### config.mk
export PLATFORM = sky130hd
export DESIGN_NAME = compare_seq
export DESIGN_NICKNAME = d
export VERILOG_FILES = /design/src/rtl/compare_seq.sv
export SDC_FILE = /design/constraint.sdc
export NUM_CORES = 1
export LEC_CHECK = 0
export CORE_ASPECT_RATIO = 0.8
export CORE_UTILIZATION = 51
export CTS_CLUSTER_DIAMETER = 200
export DETAILED_ROUTE_END_ITERATION = 10
export PLACE_DENSITY = 0.77
export SETUP_SLACK_MARGIN = 0.15
export SLEW_MARGIN = 40
export SYNTH_ARGS = -nofsm -noshare
export SYNTH_HDL_FRONTEND = slang
export SYNTH_SLANG_ARGS = --single-unit
### constraint.sdc
create_clock -name iClk -period 3.3 [get_ports iClk]
set_input_delay 0.495 -clock iClk [delete_from_list [all_inputs] [get_ports iClk]]
set_output_delay 0.495 -clock iClk [all_outputs]
set_load 0.005 [all_outputs]
### src/rtl/compare_seq.sv
// -----------------------------------------------------------------------------
// compare_seq
//
// Sequential multi-byte unsigned magnitude comparator. On an accepted start
// the two operands are captured and walked MSB byte first, one byte per
// clock, through a shared 8-bit compare datapath. The per-byte outcomes are
// merged so that the most significant differing byte decides the result.
//
// Parameters:
//   NBYTES    bytes per operand (2..8); operand width is 8*NBYTES
//
// Ports:
//   iClk      in   1         system clock, rising edge
//   iRst_n    in   1         synchronous reset, active-low
//   iStart    in   1         start request, honoured only when idle
//   iData_a   in   8*NBYTES  operand A (unsigned), captured on start
//   iData_b   in   8*NBYTES  operand B (unsigned), captured on start
//   oBusy     out  1         high while comparing and in the done cycle
//   oDone     out  1         one-cycle completion pulse
//   oData     out  3         result {A>B, A==B, A<B}; held between operations
//   oByteIdx  out  3         index of the byte under compare, 0 = LSB byte
//
// Build option:
//   COMPARE_SEQ_EARLY_EXIT_EN  when defined, the scan stops at the first
//                              differing byte and oByteIdx freezes there.
//                              When undefined, every byte is always scanned
//                              so latency does not depend on the data.
// -----------------------------------------------------------------------------

// Shared 8-bit magnitude compare datapath. Exactly one output is high.
module compare_seq_cmp8 (
  input  logic [7:0] a_i,
  input  logic [7:0] b_i,
  output logic       gt_o,
  output logic       eq_o,
  output logic       lt_o
);

  assign gt_o = (a_i > b_i);
  assign eq_o = (a_i == b_i);
  assign lt_o = (a_i < b_i);

endmodule

module compare_seq #(
  parameter int NBYTES = 4
) (
  input  logic                  iClk,
  input  logic                  iRst_n,
  input  logic                  iStart,
  input  logic [8*NBYTES-1:0]   iData_a,
  input  logic [8*NBYTES-1:0]   iData_b,
  output logic                  oBusy,
  output logic                  oDone,
  output logic [2:0]            oData,
  output logic [2:0]            oByteIdx
);

  localparam int          WIDTH    = 8 * NBYTES;
  localparam logic [2:0]  LAST_IDX = 3'(NBYTES - 1);
  localparam logic [2:0]  RES_EQ   = 3'b010;

  typedef enum logic [1:0] {
    ST_IDLE = 2'd0,
    ST_CMP  = 2'd1,
    ST_DONE = 2'd2
  } state_t;

  // ---------------------------------------------------------------------------
  // State
  // ---------------------------------------------------------------------------
  state_t             state_q, state_d;
  logic [WIDTH-1:0]   a_q, a_d;
  logic [WIDTH-1:0]   b_q, b_d;
  logic [2:0]         idx_q, idx_d;
  logic               found_q, found_d;   // a differing byte has been seen
  logic [2:0]         rec_q, rec_d;       // result from the first differing byte
  logic [2:0]         data_q, data_d;     // visible result register

  // ---------------------------------------------------------------------------
  // Byte selection. Operands are viewed as an 8-entry byte array so the 3-bit
  // index always addresses a legal entry; entries beyond NBYTES read as zero
  // and are never selected because the index starts at NBYTES-1.
  // ---------------------------------------------------------------------------
  logic [7:0][7:0] a_bytes;
  logic [7:0][7:0] b_bytes;

  genvar gi;
  generate
    for (gi = 0; gi < 8; gi++) begin : g_bytes
      if (gi < NBYTES) begin : g_used
        assign a_bytes[gi] = a_q[gi*8 +: 8];
        assign b_bytes[gi] = b_q[gi*8 +: 8];
      end else begin : g_pad
        assign a_bytes[gi] = 8'h00;
        assign b_bytes[gi] = 8'h00;
      end
    end
  endgenerate

  logic [7:0] cur_a;
  logic [7:0] cur_b;
  logic       byte_gt;
  logic       byte_eq;
  logic       byte_lt;

  assign cur_a = a_bytes[idx_q];
  assign cur_b = b_bytes[idx_q];

  compare_seq_cmp8 u_cmp8 (
    .a_i  (cur_a),
    .b_i  (cur_b),
    .gt_o (byte_gt),
    .eq_o (byte_eq),
    .lt_o (byte_lt)
  );

  logic       byte_ne;
  logic [2:0] byte_res;
  logic       last_byte;
  logic       terminate;

  assign byte_ne   = ~byte_eq;
  assign byte_res  = {byte_gt, 1'b0, byte_lt};
  assign last_byte = (idx_q == 3'd0);

`ifdef COMPARE_SEQ_EARLY_EXIT_EN
  // Any difference seen here is necessarily the first one: an earlier
  // difference would already have ended the scan.
  assign terminate = last_byte | byte_ne;
`else
  assign terminate = last_byte;
`endif

  // ---------------------------------------------------------------------------
  // Next-state / datapath logic
  // ---------------------------------------------------------------------------
  always_comb begin
    state_d = state_q;
    a_d     = a_q;
    b_d     = b_q;
    idx_d   = idx_q;
    found_d = found_q;
    rec_d   = rec_q;
    data_d  = data_q;

    unique case (state_q)
      ST_IDLE: begin
        if (iStart) begin
          a_d     = iData_a;
          b_d     = iData_b;
          idx_d   = LAST_IDX;
          found_d = 1'b0;
          rec_d   = 3'b000;
          state_d = ST_CMP;
        end
      end

      ST_CMP: begin
        // Only the most significant difference is kept; lower bytes are
        // still visited in the constant-time build but cannot override it.
        if (byte_ne && !found_q) begin
          found_d = 1'b1;
          rec_d   = byte_res;
        end

        if (terminate) begin
          // The recorded flag lags by one cycle, so a difference found in
          // this very cycle is taken straight from the comparator.
          if (found_q) begin
            data_d = rec_q;
          end else if (byte_ne) begin
            data_d = byte_res;
          end else begin
            data_d = RES_EQ;
          end
          state_d = ST_DONE;
        end else begin
          idx_d = idx_q - 3'd1;
        end
      end

      ST_DONE: begin
        state_d = ST_IDLE;
      end

      default: begin
        state_d = ST_IDLE;
      end
    endcase
  end

  // ---------------------------------------------------------------------------
  // Registers
  // ---------------------------------------------------------------------------
  always_ff @(posedge iClk) begin
    if (!iRst_n) begin
      state_q <= ST_IDLE;
      a_q     <= '0;
      b_q     <= '0;
      idx_q   <= 3'd0;
      found_q <= 1'b0;
      rec_q   <= 3'b000;
      data_q  <= 3'b000;
    end else begin
      state_q <= state_d;
      a_q     <= a_d;
      b_q     <= b_d;
      idx_q   <= idx_d;
      found_q <= found_d;
      rec_q   <= rec_d;
      data_q  <= data_d;
    end
  end

  // ---------------------------------------------------------------------------
  // Outputs. The done pulse is the single cycle spent in ST_DONE, which is
  // entered on the same edge that registers the result.
  // ---------------------------------------------------------------------------
  assign oBusy    = (state_q == ST_CMP) || (state_q == ST_DONE);
  assign oDone    = (state_q == ST_DONE);
  assign oData    = data_q;
  assign oByteIdx = idx_q;

endmodule

==> results.md <==
- Status: completed
- Max-slew violations: 0
- GRT overflow: 0
- Worst EP arrival: 3080 ps
- Ys Warns: 0
- PortBufs: 74
- Die Span Y: 77.15 um
- Die ar.: 0.007401 sq mm
- IO Pins: 75
- Most area-consuming cells after synthesis: dfxtp_1 (42%), nand2_1 (15%), a21boi_0 (12%), mux4_2 (10%), ha_1 (4.9%)
- GRT Util Overall: 24.08%
- Vias in the first global route: 2914
- Max Root-Sink Buffers: 2
- Number of flops mapped to enable cells by yosys: 0
- Starting Density: 54.51%
- Final GP Congestion: 0.8388
- FP Rows: 26
- Synth-to-Final Area Change: 28.05%
- Via/cell ratio: 5.346
- P_leak: 1.716 nW
- CTS tree: yes
- Synth Flop Type: dfxtp_1
- H-Tree Depth: 3
- Clock-pin slew on the worst setup and hold paths: 70 ps
- Most frequent cells in the layout: nand2_1 (142), dfxtp_1 (75), clkdlybuf4s50_1 (73), a21boi_0 (57), a21oi_1 (17)
- Upper clock frequency limit: 0.3488 GHz
- Nets: 555
- Post-synth top area share: 41.71%
- ANT cells: 0
- Final WL: 8209 um
- Synthesized flop and latch total: 75
- Initial antenna violation count: 0
- Inserted Clock Buffers: 9
- Post-route setup TNS: 0 ps
- Rel. slew slack: 47.36%
- Initial DRT Pass Iterations: 4
- Fraction of registers with async set/reset: 0%
- Drt drc: 0
- Crit Path Class: flip-flop to flip-flop
- Post-route ant nets: 0
- Worst-Skew Late Latency: 350 ps
- Share of cells above drive strength 1: 9.812%
- Clock sinks: 75
- Post-CTS Hold Buffers: 0
- DR vias: 3010
- Fin worst setup slack: 433.0 ps
- Setup violations, final: 0
- Clock skew after layout: 9.392 ps
- Drt initial violations: 167
- Fin crit period: 2867 ps
- Commonest non-fill, non-tap cell in the layout: nand2_1
- Fill cells: 541
- Crit Path Max Fanout: 13
- RSZ-0062 raised after global routing: false
- CORE AREA: 0.006604 sq mm
- Post-cts repair resize count: 0
- CP startpoint kind: flip-flop
- Post-synthesis sequential area ratio: 41.71%
- Tcrit/Tclk final: 86.88%
- Die Wd: 95.93 um
- Hold Fails Final Rpt: 0
- Worst path required time: 3510 ps
- Max cap viols: 0
- Global-route wire length before repair: 13520 um
- Syn nets: 490
- Per-cell routed wire length: 14.58 um
- Cells after Synth: 409
- Hpwl dp: 5887 um
- Post-Synthesis Cell Area: 0.003600 sq mm
- Root Driver: clkbuf_8
- Post-synth cell types: 35
- Setup crit end kind: flip-flop
- VDD IR max: 0.3293 mV
- Place WS: 419.1 ps
- Hold crit path type: flip-flop to flip-flop
- Worst Max-Slew Pin Slew: 786.8 ps
- Most area-hungry cell type in the Yosys netlist: dfxtp_1
- Pwr per Cell Area: 798.7 mW/mm^2
- Mean Syn Cell Area: 8.801 sq um
- Largest net degree at the start of global routing: 41
- Post-CTS setup buffers: 0
-- cells in the mapped netlist, types with 7 or more instances --
cell,count
a21oi_1,17
ha_1,14
clkbuf_1,12
and2_1,10
buf_2,10
mux4_2,16
nor2_1,7
nand2_1,143
dfxtp_1,75
a21boi_0,57
-- metal layers --
layer | share of wire, % | wire length (um) | vias up | track usage [%]
li1 | - | - | 1518 | -
met1 | 48 | 3908 | 1397 | 32.56
met2 | 47 | 3831 | 87 | 37.50
met3 | 5.0 | 407 | 8 | 7.341
met4 | 0.77 | 63 | 0 | 5.821
met5 | 0 | 0 | - | 0
-- sequential cells by signal, summed over array words and instances (netlist names) --
signal    cells
b_q          32
oByteIdx      3
state_q       2
rec_q         2
found_q       1
a_q          32
oData         3
-- power breakdown --
part	internal [W]	switching (W)
clock network	0.000427	0.000345
registers	0.00110	0.000162
logic	0.000789	0.000856
total	0.00232	0.00136
-- logic make-up (layout without fill, tap and decap cells) --
family	after synthesis	in the layout	share of synthesized area (%)
AOI/OAI and AO/OA	91	91	18.25
adders and majority gates	14	14	4.866
buffers and inverters	33	103	4.206
DFF	75	75	41.71
muxes	16	16	10.01
and+or+nand+nor	180	180	20.96
-- metrics by stage --
step                util [%]  area [sq um]  total power [W]  std cells  hold WS, ps
floorplan                  -          3600         0.002443        409        433.4
CTS                    69.80          4609         0.003696        563        463.0
detailed placement     66.52          4393         0.002918        547        451.8
finish                 69.80          4609         0.003681        563        464.0
global route           69.80          4609         0.003937        563        486.4
global placement       66.52          4393         0.002858        547        440.6
-- cell type report --
class,count,area [sq um],area share (%)
Sequential cell,75,1501,32.57
Multi-Input combinational cell,301,1951,42.32
Clock inverter,6,88.84,1.927
Inverter,6,22.52,0.4886
Timing Repair Buffer,81,813.3,17.64
Clock buffer,10,127.6,2.769
Tap cell,84,105.1,2.280
-- path summary, 6_finish.rpt --
check | slack (ps) | endpoint | depth (start not counted) | startpoint
max reg2reg | 430 | oData[2]$_SDFFE_PN0P_ | 8 | oByteIdx[0]$_SDFFE_PN0P_
min reg2reg | 460 | a_q[1]$_SDFFE_PN0P_ | 2 | a_q[1]$_SDFFE_PN0P_
max | 430 | oData[2]$_SDFFE_PN0P_ | 8 | oByteIdx[0]$_SDFFE_PN0P_
min | 460 | a_q[1]$_SDFFE_PN0P_ | 2 | a_q[1]$_SDFFE_PN0P_
-- critical path: stages (launching register included) --
cell and delay (ps):
dfxtp_1 730, mux4_2 570, and2_1 170, ha_1 310, nor2b_4 130, o211ai_2 140, a21oi_2 90, a2111oi_4 430
a21boi_0 160
No activity file was read; power rests on OpenSTA's default activity.
